**src/rtl/mac_operand_sequencer.sv**
```systemverilog
// Sequences one dot product through an external MAC: it clears the accumulator, then
// streams VEC_LEN joined A/B operand pairs into it, then captures the final Cout.
module mac_operand_sequencer #(
  parameter int DATA_WIDTH = 8,
  parameter int VEC_LEN    = 8
) (
  input  logic                    clk,
  input  logic                    rst_n,
  input  logic                    start,
  input  logic                    a_valid,
  input  logic [DATA_WIDTH-1:0]   a_data,
  output logic                    a_ready,
  input  logic                    b_valid,
  input  logic [DATA_WIDTH-1:0]   b_data,
  output logic                    b_ready,
  output logic                    mac_en,
  output logic                    mac_clr,
  output logic [DATA_WIDTH-1:0]   mac_a,
  output logic [DATA_WIDTH-1:0]   mac_b,
  input  logic [3*DATA_WIDTH-1:0] mac_cout,
  output logic [3*DATA_WIDTH-1:0] result,
  output logic                    result_valid,
  input  logic                    result_ready,
  output logic                    busy,
  output logic [2:0]              state_dbg
);

  localparam int CW = $clog2(VEC_LEN + 1);
  localparam logic [CW-1:0] LAST = CW'(VEC_LEN - 1);

  typedef enum logic [2:0] {
    IDLE  = 3'd0,
    CLEAR = 3'd1,
    RUN   = 3'd2,
    DRAIN = 3'd3,
    CAPT  = 3'd4,
    DONE  = 3'd5
  } state_t;

  state_t        state;
  logic [CW-1:0] count;
  logic          fire;

  // Valid/ready: a pair transfers only on a cycle where both valids are high in RUN;
  // both readies then rise together, so neither stream is ever consumed on its own.
  assign fire      = (state == RUN) && a_valid && b_valid;
  assign a_ready   = fire;
  assign b_ready   = fire;
  assign busy      = (state != IDLE);
  assign state_dbg = state;

  always_ff @(posedge clk or negedge rst_n) begin
    if (!rst_n) begin
      state        <= IDLE;
      count        <= '0;
      mac_en       <= 1'b0;
      mac_clr      <= 1'b0;
      mac_a        <= '0;
      mac_b        <= '0;
      result       <= '0;
      result_valid <= 1'b0;
    end else begin
      mac_clr <= 1'b0;
      mac_en  <= 1'b0;
      case (state)
        IDLE: begin
          if (start) begin
            state   <= CLEAR;
            mac_clr <= 1'b1;
          end
        end
        CLEAR: begin
          count <= '0;
          state <= RUN;
        end
        RUN: begin
          if (fire) begin
            mac_a  <= a_data;
            mac_b  <= b_data;
            mac_en <= 1'b1;
            count  <= count + 1'b1;
            if (count == LAST) state <= DRAIN;
          end
        end
        // The MAC folds in the last pair at the end of DRAIN, so Cout is final in CAPT.
        DRAIN: state <= CAPT;
        CAPT: begin
          result       <= mac_cout;
          result_valid <= 1'b1;
          state        <= DONE;
        end
        DONE: begin
          if (result_ready) begin
            result_valid <= 1'b0;
            if (start) begin
              state   <= CLEAR;
              mac_clr <= 1'b1;
            end else begin
              state <= IDLE;
            end
          end
        end
        default: state <= IDLE;
      endcase
    end
  end

endmodule

```
**config.mk**
```make
export PLATFORM = sky130hd
export DESIGN_NAME = mac_operand_sequencer
export DESIGN_NICKNAME = d
export VERILOG_FILES = /design/src/rtl/mac_operand_sequencer.sv
export SDC_FILE = /design/constraint.sdc
export NUM_CORES = 1
export LEC_CHECK = 0
export ABC_AREA = 1
export CAP_MARGIN = 20
export CELL_PAD_IN_SITES_DETAIL_PLACEMENT = 2
export CELL_PAD_IN_SITES_GLOBAL_PLACEMENT = 2
export CORE_UTILIZATION = 24
export DETAILED_ROUTE_END_ITERATION = 8
export HOLD_SLACK_MARGIN = 0.15
export PLACE_DENSITY = 0.8
export SLEW_MARGIN = 20
export SYNTH_ARGS = -nofsm -noshare
export SYNTH_HDL_FRONTEND = slang
export SYNTH_SLANG_ARGS = --single-unit
```
**constraint.sdc**
```tcl
create_clock -name clk -period 3 [get_ports clk]
set_input_delay 0.3 -clock clk [delete_from_list [all_inputs] [get_ports clk]]
set_output_delay 0.3 -clock clk [all_outputs]
set_load 0.03 [all_outputs]
```
# [After elaboration in Yosys (flattened, before gate mapping)]
# Cells that the tools add are included.
[totals] register_bits=50 latchBits=0 ramBits=0 rom_bits=0 inputBits=46 out_inout_bits=49 word_cells=44 mem_count=0
[op_classes] addsub=1 n_mul=0 div=0 order_cmp=0 eq_ne=10 shift=0 mux=15 bitwise_logic=0 n_reduce_logical=10
[op_table] operator="3-bit case mux with 6 select lines" count=1
[op_table] operator="3-bit 2-to-1 mux" count=4
[op_table] operator="4-bit case mux with 2 select lines" count=1
[op_table] operator="3-bit by 2-bit == test with 1-bit output, second input constant" count=2
[op_table] operator="3-bit == test, second input constant" count=2
[op_table] operator="1-bit 2-to-1 mux" count=6
[op_table] operator="2-bit != test, second input constant" count=3
[op_table] operator="2-bit AND reduction" count=3
[op_table] operator="4-bit by 1-bit adder with 4-bit output, second input constant" count=1
[op_table] operator="4-bit by 3-bit == test with 1-bit output, second input constant" count=1
[op_table] operator="4-bit 2-to-1 mux" count=1
[op_table] operator="1-bit case mux with 2 select lines" count=2
[op_table] operator="4-bit AND reduction" count=1
[op_table] operator="2-bit nonzero test" count=2
[op_table] operator="3-bit by 1-bit == test with 1-bit output, second input constant" count=1
[op_table] operator="3-bit zero test" count=1
[op_table] operator="3-bit nonzero test" count=1
[op_table] operator="1-bit logical AND" count=2
[op_table] operator="2-bit by 1-bit != test with 1-bit output, second input constant" count=1

# [Logic depth before layout (Yosys ltp)]
# Gate-level depths: netlist (run 1).
[depth] ltp_word=5 ltp_mapped=7 mapped_depth_nobuf=7

# [Worst setup path before layout (run 1)]
# No wires, ideal clock.
[synth_path] path_kind="register to output" startpoint="register state[0], in the netlist state_dbg[0]" endpoint="output port b_ready" arrival_ps=1414 t_required_ps=2700 setup_slack_ps=1286 path_stages_with_launch=7 n_path_buf=3 path_cell_list="dfrtp_1 inv_1 nand3_2 nor2_4 clkbuf_8 buf_8 buf_4"
[synth_between] elab_chain_cells=3
[synth_lines] element="start: declaration" line_no="40" text="state_t state;"
[synth_lines] element="start signal: assignment" line_no="54" text="state <= IDLE;"
[synth_lines] element="start signal: assignment" line_no="68" text="state <= CLEAR;"
[synth_lines] element="start signal: assignment" line_no="74" text="state <= RUN;"
[synth_lines] element="3-bit by 2-bit == test with 1-bit output" line_no="46" text="assign fire = (state == RUN) && a_valid && b_valid;"
[synth_lines] element="1-bit logical AND (2 in a row)" line_no="46"
[synth_lines] element="end: declaration" line_no="15" text="output logic b_ready,"
# Every way passes these cells.

# [Worst setup path in the final report (run 1)]
[layout_path] startpoint="register state[0], in the netlist state_dbg[0]" endpoint="output port a_ready"
[layout_between] elab_chain_cells=3
[layout_lines] element="3-bit by 2-bit == test with 1-bit output" line_no="46"
[layout_lines] element="1-bit logical AND (2 in a row)" line_no="46"
[layout_lines] element="end: declaration" line_no="12" text="output logic a_ready,"
# Every way passes these cells.

==> summary.json, run 1 <==
{
  "status": {
    "status": "completed"
  },
  "timing": {
    "unrepaired_setup_endpoints_after_global_routing": "no",
    "timing.slew.headroom_pct": 61.8,
    "report.final.setup_viol": 0,
    "finalCriticalPeriod_ps": 2320,
    "fin_tns_setup_ps": 0,
    "final.setup.worst_slack_ps": 682,
    "worst_clock_skew_ps": 6.66,
    "transition_at_the_pin_with_the_smallest_max_transition_slack_ps": 574,
    "report.final.hold_viol_count": 0,
    "final_min_period_over_clock_period_pct": 77.3,
    "timing_max_transition_violations_final": 0,
    "achievable-frequency_mhz": 431
  },
  "drt": {
    "drt_drc_violations_left": 0,
    "via_count": 1945,
    "final_antenna_net_count": 0,
    "drt_wl_total_mm": 6.54,
    "drt-initial-drc-count": 34,
    "wl_per_cell_um": 14.9,
    "iteration_count_of_the_initial_detailed_routing_pass": 3,
    "post_drt_via_cell_ratio": 4.44
  },
  "worst_setup_path": {
    "worstReg2RegEnd": "count[3]",
    "worst_ep_arrival_time_ps": 2020,
    "worstSetupPathType": "register to primary output",
    "regToRegSetupSlack_ps": 1260,
    "crit_required_ps": 2700,
    "setup.worst_path.start_class": "register",
    "crit_path_max_fanout": 9,
    "timing.rr.start": "state_dbg[0]",
    "endpoint_kind": "primary output",
    "worst-r2r-cell-count": 8
  },
  "clock_tree": {
    "cts-resized-gates": 0,
    "cts_max_path_buffers": 2,
    "ctsHtreeMaxLevel": 2,
    "clock-root-buffer": "sky130_fd_sc_hd__clkbuf_8",
    "numClockSinks": 50,
    "cts_clk_pin_slew_worst_paths_ps": 90,
    "tritoncts": "yes",
    "clkLatencyLatePin_ps": 300,
    "numCtsBuffers": 5
  },
  "power": {
    "leakage_nw": 1.54,
    "sw_share_pct": 45.1,
    "part_of_the_total_power_dissipated_in_the_clock_network_pct": 13.6,
    "power.ir.vdd_worst_uv": 365,
    "p_per_area_mw_per_mm2": 1110,
    "internal_power_w": 0.00196,
    "power_frac_seq_pct": 32.5,
    "switching_power_w": 0.00161,
    "share_comb_of_total_power_pct": 53.9
  },
  "placed_design": {
    "place.detailed.hpwl_mm": 4.72,
    "numPortBuffers": 94,
    "final_weighted_congestion_of_routability_driven_global_placement": 0.718,
    "dp_worst_setup_slack_ps": 812
  },
  "grt": {
    "number_of_global_route_vias_before_repair": 2127,
    "antenna_found_initial": 0,
    "grt.total_usage_pct": 15.2,
    "global_route_wire_length_before_repair_mm": 10.5,
    "grt_overflow": 0,
    "grt_max_degree": 31
  },
  "worst_hold_path": {
    "hold_crit_path_type": "register to register",
    "hold_path_startpoint": "result[1]",
    "timing.hold.worst_path_depth": 2,
    "worstHoldEndpoint": "result[1]"
  },
  "floorplan": {
    "core-area_mm2": 0.00830,
    "fp-row-count": 33,
    "start_util_pct": 25.1,
    "die_area_mm2": 0.00904,
    "num_io_pins": 95,
    "fp.dieW_um": 95.1,
    "die_h_um": 95.1
  },
  "logic_synthesis": {
    "synth_seq_area_share_pct": 60.2,
    "synth_cell_type_count": 22,
    "synthCells": 237,
    "synth-warning-count": 0,
    "synthesis.area_per_instance_um2": 8.77,
    "synth-seq-cells": 50,
    "synth_fp_nets": 284,
    "synth.cell_area_mm2": 0.00208
  },
  "cells_and_area": {
    "finalNetCount": 379,
    "layout_common_cells": "sky130_fd_sc_hd__nand2_1, sky130_fd_sc_hd__clkdlybuf4s50_1, sky130_fd_sc_hd__dfrtp_1",
    "antenna-diode-count": 0,
    "fillerInstances": 954,
    "drive_above_1_share_pct": 5.71,
    "layout.cells.most_common": "sky130_fd_sc_hd__nand2_1",
    "layout-area-overhead-vs-synth_pct": 55.1
  },
  "job": {
    "maxCapViolations": 0
  }
}
-- how the worst max path moves through the flow --
stage                 start      end  slack [ps]  cells after the start
2_1_floorplan  state_dbg[0]  b_ready        1290                      6
3_3_place_gp        b_valid  a_ready         830                      4
3_5_place_dp        b_valid  a_ready         810                      4
4_1_cts        state_dbg[0]  a_ready         620                      4
5_1_grt        state_dbg[0]  a_ready         540                      4
6_report       state_dbg[0]  a_ready         680                      4
-- timing repair --
action,in CTS,in global routing
endpoints found under the hold margin,23,0
hold buffers,1,0
setup buffers,0,0
-- critical path, stage by stage, from the launching register on --
cell,delay (ps)
sky130_fd_sc_hd__dfrtp_1,470
sky130_fd_sc_hd__inv_1,120
sky130_fd_sc_hd__nand3_2,160
sky130_fd_sc_hd__nor2_4,250
sky130_fd_sc_hd__clkdlybuf4s50_1,720
-- cells by family after synthesis --
kind of cell	count (synthesis)	synth area share (%)
fa+ha+maj	1	0.602
simple gates	161	32.4
buf+inv	20	5.29
compound gates	4	1.08
flops	50	60.2
xor+xnor	1	0.421
-- routing by layer --
metal / share of wire, % / track usage (%)
met1: 43 / 18.2
met2: 50 / 27.4
met3: 6.4 / 3.75
met4: 0.75 / 3.41
met5: 0 / 0
-- power groups by stage --
stage | Clock [W] | Sequential, W | Combinational (W)
2_1_floorplan | 0 | 0.00172 | 0.000514
3_3_place_gp | 0 | 0.00116 | 0.00189
3_5_place_dp | 0 | 0.00117 | 0.00195
4_1_cts | 0.000505 | 0.00116 | 0.00196
5_1_grt | 0.000533 | 0.00120 | 0.00208
6_report | 0.000485 | 0.00116 | 0.00192
-- state kept, by name, indices dropped and copies added, names as in the netlist --
register and cells:
result 24, mac_a 8, result_valid 1, count 4
mac_b 8, mac_en 1, mac_clr 1, state_dbg 3
-- Yosys cell counts (all sizes together) --
| master | n | share of area, % |
|---|---|---|
| nand2 | 118 | 21 |
| nand4 | 2 | 0.60 |
| a21boi | 1 | 0.36 |
| ha | 1 | 0.60 |
| o21ai | 3 | 0.72 |
| clkbuf | 2 | 0.84 |
| buf | 9 | 2.8 |
| nor3 | 1 | 0.24 |
| dfrtp | 50 | 60 |
| xnor2 | 1 | 0.42 |
| nand3 | 31 | 7.7 |
| nor2 | 9 | 2.5 |
| inv | 9 | 1.6 |
-- per-stage QoR --
step                instance area (um^2)  std cells  utilization [%]  hold WS, ps  total power [W]
floorplan                           2080        237                -         4.41          0.00224
global placement                    3100        429             37.4          326          0.00305
detailed placement                  3100        429             37.4          342          0.00312
CTS                                 3220        438             38.9          486          0.00363
global route                        3220        438             38.9          515          0.00381
finish                              3220        438             38.9          478          0.00356
-- cell type report --
class | instances | area (um^2) | share of cell area, %
timing repair buffer | 99 | 976 | 30.3
clock inverter | 3 | 45.0 | 1.40
clock buffer | 5 | 68.8 | 2.13
multi-input combinational | 167 | 718 | 22.3
tap | 105 | 131 | 4.07
sequential | 50 | 1250 | 38.8
inverter | 9 | 33.8 | 1.05
(Power assumes the default switching activity.)
==> run 2, diff against run 1 <==
--- a/config.mk
+++ b/config.mk
@@ -9,10 +9,10 @@
 export CAP_MARGIN = 20
 export CELL_PAD_IN_SITES_DETAIL_PLACEMENT = 2
 export CELL_PAD_IN_SITES_GLOBAL_PLACEMENT = 2
-export CORE_UTILIZATION = 24
+export CORE_UTILIZATION = 23
 export DETAILED_ROUTE_END_ITERATION = 8
 export HOLD_SLACK_MARGIN = 0.15
-export PLACE_DENSITY = 0.8
+export PLACE_DENSITY = 0.77
 export SLEW_MARGIN = 20
 export SYNTH_ARGS = -nofsm -noshare
 export SYNTH_HDL_FRONTEND = slang
==> constraint.sdc (replaced) <==
create_clock -name clk -period 2.3 [get_ports clk]
set_input_delay 0.23 -clock clk [delete_from_list [all_inputs] [get_ports clk]]
set_output_delay 0.23 -clock clk [all_outputs]
set_load 0.03 [all_outputs]
==> run 2 against run 1 <==
Count of clock-buffer cells in the layout up 2; die area up 4.3%; via count up 1.1%; cell area up 0.12%; flip-flop and latch count unchanged; clock power up 26%; cell count up 0.68%; first-iteration DRC count up 15%; wire length about the same; worst setup slack worse by 290 ps; critical endpoint is now b_ready; largest power group unchanged.
==> summary.json, run 2 (synthesis results as in run 1) <==
{
  "power": {
    "leakage": {"value": 1.55, "unit": "nW", "change": "+0.69%"},
    "p_per_area": {"value": 1430, "unit": "mW/mm^2", "change": "+29%"},
    "power.ir.vdd_worst": {"value": 525, "unit": "uV", "change": "+44%"}
  },
  "worst_setup_path": {
    "regToRegSetupSlack": {"value": 610, "unit": "ps", "change": "-650 ps"},
    "crit_required": {"value": 2070, "unit": "ps", "change": "-630 ps"},
    "endpoint_kind": "primary output",
    "timing.rr.start": "state_dbg[0]",
    "setup.worst_path.start_class": "register",
    "worst_ep_arrival_time": {"value": 1680, "unit": "ps", "change": "-340 ps"},
    "worst-r2r-cell-count": {"value": 7, "change": "-1"},
    "crit_path_max_fanout": {"value": 14, "change": "+5"},
    "worstReg2RegEnd": "count[3]",
    "worstSetupPathType": "register to primary output"
  },
  "clock_tree": {
    "cts-resized-gates": {"value": 0, "change": "unchanged"},
    "clkLatencyLatePin": {"value": 300, "unit": "ps", "change": "about the same"},
    "cts_clk_pin_slew_worst_paths": {"value": 90, "unit": "ps", "change": "about the same"},
    "numCtsBuffers": {"value": 5, "change": "unchanged"},
    "numClockSinks": {"value": 50, "change": "unchanged"},
    "ctsHtreeMaxLevel": {"value": 2, "change": "unchanged"},
    "cts_setup_buffers": {"value": 0, "change": "unchanged"},
    "tritoncts": "yes",
    "hold_fix_buffer_count_after_cts": {"value": 1, "change": "unchanged"},
    "cts_max_path_buffers": {"value": 2, "change": "unchanged"},
    "clock-root-buffer": "sky130_fd_sc_hd__clkbuf_8"
  },
  "drt": {
    "post_drt_via_cell_ratio": {"value": 4.46, "change": "+0.44%"},
    "wl_per_cell": {"value": 14.8, "unit": "um", "change": "-0.63%"},
    "final_antenna_net_count": {"value": 0, "change": "unchanged"},
    "via_count": {"value": 1967, "change": "+1.1%"},
    "drt_wl_total": {"value": 6.54, "unit": "mm", "change": "about the same"},
    "iteration_count_of_the_initial_detailed_routing_pass": {"value": 4, "change": "+1"},
    "drt-initial-drc-count": {"value": 39, "change": "+15%"},
    "drt_drc_violations_left": {"value": 0, "change": "unchanged"}
  },
  "floorplan": {
    "core-area": {"value": 0.00872, "unit": "mm^2", "change": "+5.1%"},
    "die_h": {"value": 97.1, "unit": "um", "change": "+2.1%"},
    "num_io_pins": {"value": 95, "change": "unchanged"},
    "fp-row-count": {"value": 34, "change": "+3.0%"},
    "die_area": {"value": 0.00943, "unit": "mm^2", "change": "+4.3%"},
    "start_util": {"value": 23.8, "unit": "%", "change": "-1.2 points"},
    "fp.dieW": {"value": 97.1, "unit": "um", "change": "+2.1%"}
  },
  "timing": {
    "fin_tns_setup": {"value": 0, "unit": "ps", "change": "unchanged"},
    "final_min_period_over_clock_period_pct": 83.0,
    "achievable-frequency_mhz": 524,
    "final.setup.worst_slack": {"value": 390, "unit": "ps", "change": "-292 ps"},
    "report.final.setup_viol": {"value": 0, "change": "unchanged"},
    "timing.slew.headroom": {"value": 55.7, "unit": "%", "change": "-6.0 points"},
    "timing_max_transition_violations_final": {"value": 0, "change": "unchanged"},
    "finalCriticalPeriod_ps": 1910,
    "worst_clock_skew": {"value": 6.01, "unit": "ps", "change": "-0.641 ps"},
    "transition_at_the_pin_with_the_smallest_max_transition_slack": {"value": 664, "unit": "ps", "change": "+90.2 ps"},
    "unrepaired_setup_endpoints_after_global_routing": "no",
    "report.final.hold_viol_count": {"value": 0, "change": "unchanged"}
  },
  "cells_and_area": {
    "fillerInstances": {"value": 985, "change": "+3.2%"},
    "layout.cells.most_common": "sky130_fd_sc_hd__nand2_1",
    "finalNetCount": {"value": 379, "change": "unchanged"},
    "max_flop_register": "result",
    "layout-area-overhead-vs-synth_pct": 55.2,
    "antenna-diode-count": {"value": 0, "change": "unchanged"},
    "largest_register_ff_count": {"value": 24, "change": "unchanged"},
    "drive_above_1_share": {"value": 5.71, "unit": "%", "change": "unchanged"},
    "reg_top3": "result x24, mac_a x8, mac_b x8",
    "layout_common_cells": "sky130_fd_sc_hd__nand2_1, sky130_fd_sc_hd__clkdlybuf4s50_1, sky130_fd_sc_hd__dfrtp_1"
  },
  "grt": {
    "grt.total_usage": {"value": 14.6, "unit": "%", "change": "-0.67 points"},
    "global_route_wire_length_before_repair": {"value": 11.0, "unit": "mm", "change": "+5.2%"},
    "grt_max_degree": {"value": 29, "change": "-6.5%"},
    "grt_overflow": {"value": 0, "change": "unchanged"},
    "number_of_global_route_vias_before_repair": {"value": 2211, "change": "+3.9%"},
    "antenna_found_initial": {"value": 0, "change": "unchanged"}
  },
  "worst_hold_path": {
    "hold_crit_path_type": "primary input to register",
    "timing.hold.worst_path_depth": {"value": 3, "change": "+1"},
    "worstHoldEndpoint": "mac_b[0]",
    "hold_path_startpoint": "b_data[0]"
  },
  "placed_design": {
    "final_weighted_congestion_of_routability_driven_global_placement": {"value": 0.734, "change": "+2.3%"},
    "dp_worst_setup_slack": {"value": 513, "unit": "ps", "change": "-299 ps"},
    "place.detailed.hpwl": {"value": 4.79, "unit": "mm", "change": "+1.5%"},
    "numPortBuffers": {"value": 94, "change": "unchanged"}
  },
  "job": {
    "maxCapViolations": {"value": 0, "change": "unchanged"}
  },
  "status": {
    "status": "completed"
  }
}
run 2: cell types whose count changed in the layout (fill, tap and decap cells not counted), sizes merged:
cell	before	now
buf	5	7
clkinvlp	2	0
clkbuf	5	7
clkdlybuf4s50	93	91
run 2: final cells by class:
cell class | instances | area (um^2) | area share [%]
Tap cell | 108 | 135 | 4.19
Timing Repair Buffer | 99 | 983 | 30.5
Multi-Input combinational cell | 167 | 718 | 22.2
Inverter | 9 | 33.8 | 1.05
Clock inverter | 1 | 30.0 | 0.930
Sequential cell | 50 | 1250 | 38.8
Clock buffer | 7 | 76.3 | 2.36
run 2: routing by layer:
layer  vias up  global-route usage (%)  wire length [um]
li1        924                       -                 -
met1       966                    18.1              2900
met2        71                    25.1              3190
met3         6                    4.10               395
met4         0                    3.10                60
met5         -                       0                 0
run 2: how the worst max path moves through the flow:
stage | cells past startpoint | to | slack (ps) | startpoint
3_5_place_dp | 7 | count[2] | 510 | a_valid
5_1_grt | 4 | b_ready | 260 | state_dbg[0]
3_3_place_gp | 7 | count[3] | 560 | b_valid
4_1_cts | 4 | b_ready | 350 | state_dbg[0]
6_report | 4 | b_ready | 390 | state_dbg[0]
2_1_floorplan | 6 | b_ready | 660 | state_dbg[0]
run 2: report_power, final:
group          internal, W  switching, W  total [W]
logic             0.000959       0.00152    0.00248
clock network     0.000326      0.000285   0.000611
registers          0.00127      0.000248    0.00152
total              0.00255       0.00205    0.00461
run 2: worst max-delay path, stage by stage, from the launching register on:
cell	delay [ps]
sky130_fd_sc_hd__dfrtp_1	470
sky130_fd_sc_hd__inv_1	120
sky130_fd_sc_hd__nand3_2	170
sky130_fd_sc_hd__nor2_4	380
sky130_fd_sc_hd__buf_4	250
run 2: per-stage QoR:
step           instance area (um^2)  utilization [%]  power (W)  instances  hold WS, ps
2_1_floorplan                  2080                -    0.00292        237        -65.6
3_3_place_gp                   3110             35.7    0.00398        432          287
3_5_place_dp                   3110             35.7    0.00406        432          300
4_1_cts                        3230             37.0    0.00470        441          448
5_1_grt                        3230             37.0    0.00492        441          471
6_report                       3230             37.0    0.00461        441          457
==> run 3, diff against run 2 <==
==> constraint.sdc (replaced) <==
create_clock -name clk -period 1.95 [get_ports clk]
set_input_delay 0.195 -clock clk [delete_from_list [all_inputs] [get_ports clk]]
set_output_delay 0.195 -clock clk [all_outputs]
set_load 0.03 [all_outputs]
==> run 3 against run 2 <==
Critical path depth did not move; non-clock buffer count rose by 2; worst hold slack got worse by 26 ps; wire length fell by 1.8%; cell area barely moved; cell count rose by 0.45%; die area did not move; first-iteration DRC count rose by 38%; core utilization barely moved; critical path type unchanged; critical endpoint is now a_ready; largest power group unchanged; highest routed layer unchanged.
==> summary.json, run 3 (synthesis results as in run 1) <==
{
  "power": {
    "internal_power": {"value": 0.00301, "unit": "W", "change": "+18%"},
    "power.ir.vdd_worst": {"value": 469, "unit": "uV", "change": "-11%"},
    "leakage": {"value": 1.56, "unit": "nW", "change": "+0.81%"},
    "power_frac_seq": {"value": 32.8, "unit": "%", "change": "about the same"},
    "part_of_the_total_power_dissipated_in_the_clock_network": {"value": 13.3, "unit": "%", "change": "about the same"},
    "share_comb_of_total_power": {"value": 53.9, "unit": "%", "change": "about the same"},
    "switching_power": {"value": 0.00243, "unit": "W", "change": "+18%"},
    "sw_share": {"value": 44.7, "unit": "%", "change": "+0.11 points"},
    "p_per_area": {"value": 1680, "unit": "mW/mm^2", "change": "+18%"}
  },
  "placed_design": {
    "numPortBuffers": {"value": 94, "change": "unchanged"},
    "final_weighted_congestion_of_routability_driven_global_placement": {"value": 0.707, "change": "-3.7%"},
    "place.detailed.hpwl": {"value": 4.69, "unit": "mm", "change": "-2.1%"},
    "dpl_cell_area": {"value": 0.00311, "unit": "mm^2", "change": "unchanged"}
  },
  "drt": {
    "wl_per_cell": {"value": 14.5, "unit": "um", "change": "-2.2%"},
    "iteration_count_of_the_initial_detailed_routing_pass": {"value": 3, "change": "-1"},
    "drt_wl_total": {"value": 6.43, "unit": "mm", "change": "-1.8%"},
    "post_drt_via_cell_ratio": {"value": 4.40, "change": "-1.3%"},
    "via_count": {"value": 1951, "change": "-0.81%"},
    "drt_drc_violations_left": {"value": 0, "change": "unchanged"},
    "final_antenna_net_count": {"value": 0, "change": "unchanged"},
    "drt-initial-drc-count": {"value": 54, "change": "+38%"}
  },
  "worst_setup_path": {
    "crit_chain": "inv_1 > nand3_2 > nor2_4 > buf_4",
    "worstSetupPathType": "register to primary output",
    "worst-r2r-cell-count": {"value": 7, "change": "unchanged"},
    "critical_path.slowest_cell": "sky130_fd_sc_hd__dfrtp_1",
    "crit_required": {"value": 1750, "unit": "ps", "change": "-320 ps"},
    "timing.critical_path.slowest_cell_delay": {"value": 460, "unit": "ps", "change": "about the same"},
    "endpoint_kind": "primary output",
    "regToRegSetupSlack": {"value": 340, "unit": "ps", "change": "-270 ps"},
    "timing.rr.start": "state_dbg[0]",
    "setup.worst_path.start_class": "register",
    "crit_path_max_fanout": {"value": 11, "change": "-3"},
    "worst_ep_arrival_time": {"value": 1560, "unit": "ps", "change": "-120 ps"},
    "worstReg2RegEnd": "count[0]"
  },
  "cells_and_area": {
    "final_cell_area": {"value": 0.00323, "unit": "mm^2", "change": "about the same"},
    "area_used_by_sequential_logic_in_the_layout": {"value": 0.00125, "unit": "mm^2", "change": "unchanged"},
    "antenna-diode-count": {"value": 0, "change": "unchanged"},
    "finalNetCount": {"value": 381, "change": "+0.53%"},
    "max_flop_register": "result",
    "layout_common_cells": "sky130_fd_sc_hd__nand2_1, sky130_fd_sc_hd__clkdlybuf4s50_1, sky130_fd_sc_hd__dfrtp_1",
    "drive_above_1_share": {"value": 6.57, "unit": "%", "change": "+0.86 points"},
    "layout.cells.most_common": "sky130_fd_sc_hd__nand2_1",
    "multiInputGateArea": {"value": 718, "unit": "um^2", "change": "unchanged"},
    "fillerInstances": {"value": 975, "change": "-1.0%"},
    "reg_top3": "result x24, mac_a x8, mac_b x8",
    "layout-area-overhead-vs-synth": {"value": 55.4, "unit": "%", "change": "about the same"},
    "largest_register_ff_count": {"value": 24, "change": "unchanged"}
  },
  "floorplan": {
    "die_h": {"value": 97.1, "unit": "um", "change": "unchanged"},
    "fp-row-count": {"value": 34, "change": "unchanged"},
    "num_io_pins": {"value": 95, "change": "unchanged"},
    "fp.dieW": {"value": 97.1, "unit": "um", "change": "unchanged"},
    "core-area": {"value": 0.00872, "unit": "mm^2", "change": "unchanged"},
    "die_area": {"value": 0.00943, "unit": "mm^2", "change": "unchanged"},
    "start_util": {"value": 23.8, "unit": "%", "change": "unchanged"}
  },
  "clock_tree": {
    "clock-root-buffer": "sky130_fd_sc_hd__clkbuf_8",
    "numCtsBuffers": {"value": 5, "change": "unchanged"},
    "numClockSinks": {"value": 50, "change": "unchanged"},
    "cts_max_path_buffers": {"value": 2, "change": "unchanged"},
    "cts_clk_pin_slew_worst_paths": {"value": 90, "unit": "ps", "change": "about the same"},
    "ctsHtreeMaxLevel": {"value": 2, "change": "unchanged"},
    "tritoncts": "yes",
    "cts_setup_buffers": {"value": 0, "change": "unchanged"},
    "clkLatencyLatePin": {"value": 300, "unit": "ps", "change": "about the same"}
  },
  "timing": {
    "worst_clock_skew": {"value": 7.02, "unit": "ps", "change": "+1.00 ps"},
    "timing_max_transition_violations_final": {"value": 0, "change": "unchanged"},
    "timing.slew.headroom": {"value": 60.5, "unit": "%", "change": "+4.8 points"},
    "report.final.setup_viol": {"value": 0, "change": "unchanged"},
    "finalCriticalPeriod_ps": 1760,
    "unrepaired_setup_endpoints_after_global_routing": "no",
    "achievable-frequency_mhz": 569,
    "report.final.hold_viol_count": {"value": 0, "change": "unchanged"},
    "transition_at_the_pin_with_the_smallest_max_transition_slack": {"value": 588, "unit": "ps", "change": "-76.3 ps"},
    "fin_tns_setup": {"value": 0, "unit": "ps", "change": "unchanged"},
    "final_min_period_over_clock_period_pct": 90.2
  },
  "grt": {
    "antenna_found_initial": {"value": 0, "change": "unchanged"},
    "number_of_global_route_vias_before_repair": {"value": 2149, "change": "-2.8%"},
    "global_route_wire_length_before_repair": {"value": 10.7, "unit": "mm", "change": "-2.8%"},
    "grt.total_usage": {"value": 14.1, "unit": "%", "change": "-0.46 points"},
    "grt_overflow": {"value": 0, "change": "unchanged"},
    "grt_max_degree": {"value": 30, "change": "+3.4%"}
  },
  "worst_hold_path": {
    "hold_crit_path_type": "primary input to register",
    "worstHoldEndpoint": "mac_a[0]",
    "hold_path_startpoint": "a_data[0]",
    "timing.hold.worst_path_depth": {"value": 3, "change": "unchanged"}
  },
  "status": {
    "status": "completed"
  },
  "job": {
    "maxCapViolations": {"value": 0, "change": "unchanged"}
  }
}
-- run 3: cell types whose count changed in the layout (fill, tap and decap cells not counted) --
cell	change
sky130_fd_sc_hd__dlymetal6s2s_1	+1
sky130_fd_sc_hd__buf_4	+4
sky130_fd_sc_hd__buf_12	-1
sky130_fd_sc_hd__clkdlybuf4s50_1	-2
-- run 3: through the flow --
stage               hold slack [ps]  std cells  util, %  power (W)  worst slack (ps)
floorplan                      -101        237        -    0.00344               341
global placement                218        434     35.7    0.00470               311
detailed placement              220        434     35.7    0.00478               249
CTS                             418        443     37.0    0.00555              55.2
global route                    423        443     37.0    0.00579              84.8
finish                          430        443     37.0    0.00544               191
-- run 3: cell type report --
cell class | count | area share [%]
Clock buffer | 7 | 2.36
Sequential cell | 50 | 38.7
Timing Repair Buffer | 101 | 30.5
Tap cell | 108 | 4.18
Multi-Input combinational cell | 167 | 22.2
Clock inverter | 1 | 0.930
Inverter | 9 | 1.05
-- run 3: how the worst max path moves through the flow --
stage,startpoint,end,slack (ps),depth (start not counted)
2_1_floorplan,state_dbg[0],b_ready,340,6
3_3_place_gp,b_valid,count[0],310,7
3_5_place_dp,b_valid,count[0],250,7
4_1_cts,state_dbg[1],busy,60,3
5_1_grt,state_dbg[0],a_ready,80,4
6_report,state_dbg[0],a_ready,190,4
-- run 3: power by group through the flow --
stage / combinational (W) / sequential [W] / clock (W)
after floorplan: 0.000791 / 0.00265 / 0
after global placement: 0.00291 / 0.00179 / 0
after detailed placement: 0.00297 / 0.00181 / 0
after CTS: 0.00298 / 0.00180 / 0.000769
after global routing: 0.00315 / 0.00184 / 0.000798
final: 0.00293 / 0.00178 / 0.000722
-- run 3: routing by layer --
| layer | vias up | wire length (um) | global-route usage [%] |
|---|---|---|---|
| li1 | 928 | - | - |
| met3 | 5 | 425 | 3.74 |
| met5 | - | 0 | 0 |
| met4 | 0 | 49 | 3.79 |
| met1 | 951 | 2820 | 18.0 |
| met2 | 67 | 3130 | 23.7 |
-- run 3: what timing repair did --
item	CTS	global route
resized for setup	0	1
setup endpoints to repair	0	1
endpoints found under the hold margin	50	0
hold buffers	1	0
-- run 3: worst max-delay path: cells and delay by family, from the launching register on --
kind                   cells  cell delay, ps
buffers and inverters      2             340
flip-flops                 1             460
AND/OR/NAND/NOR            2             450
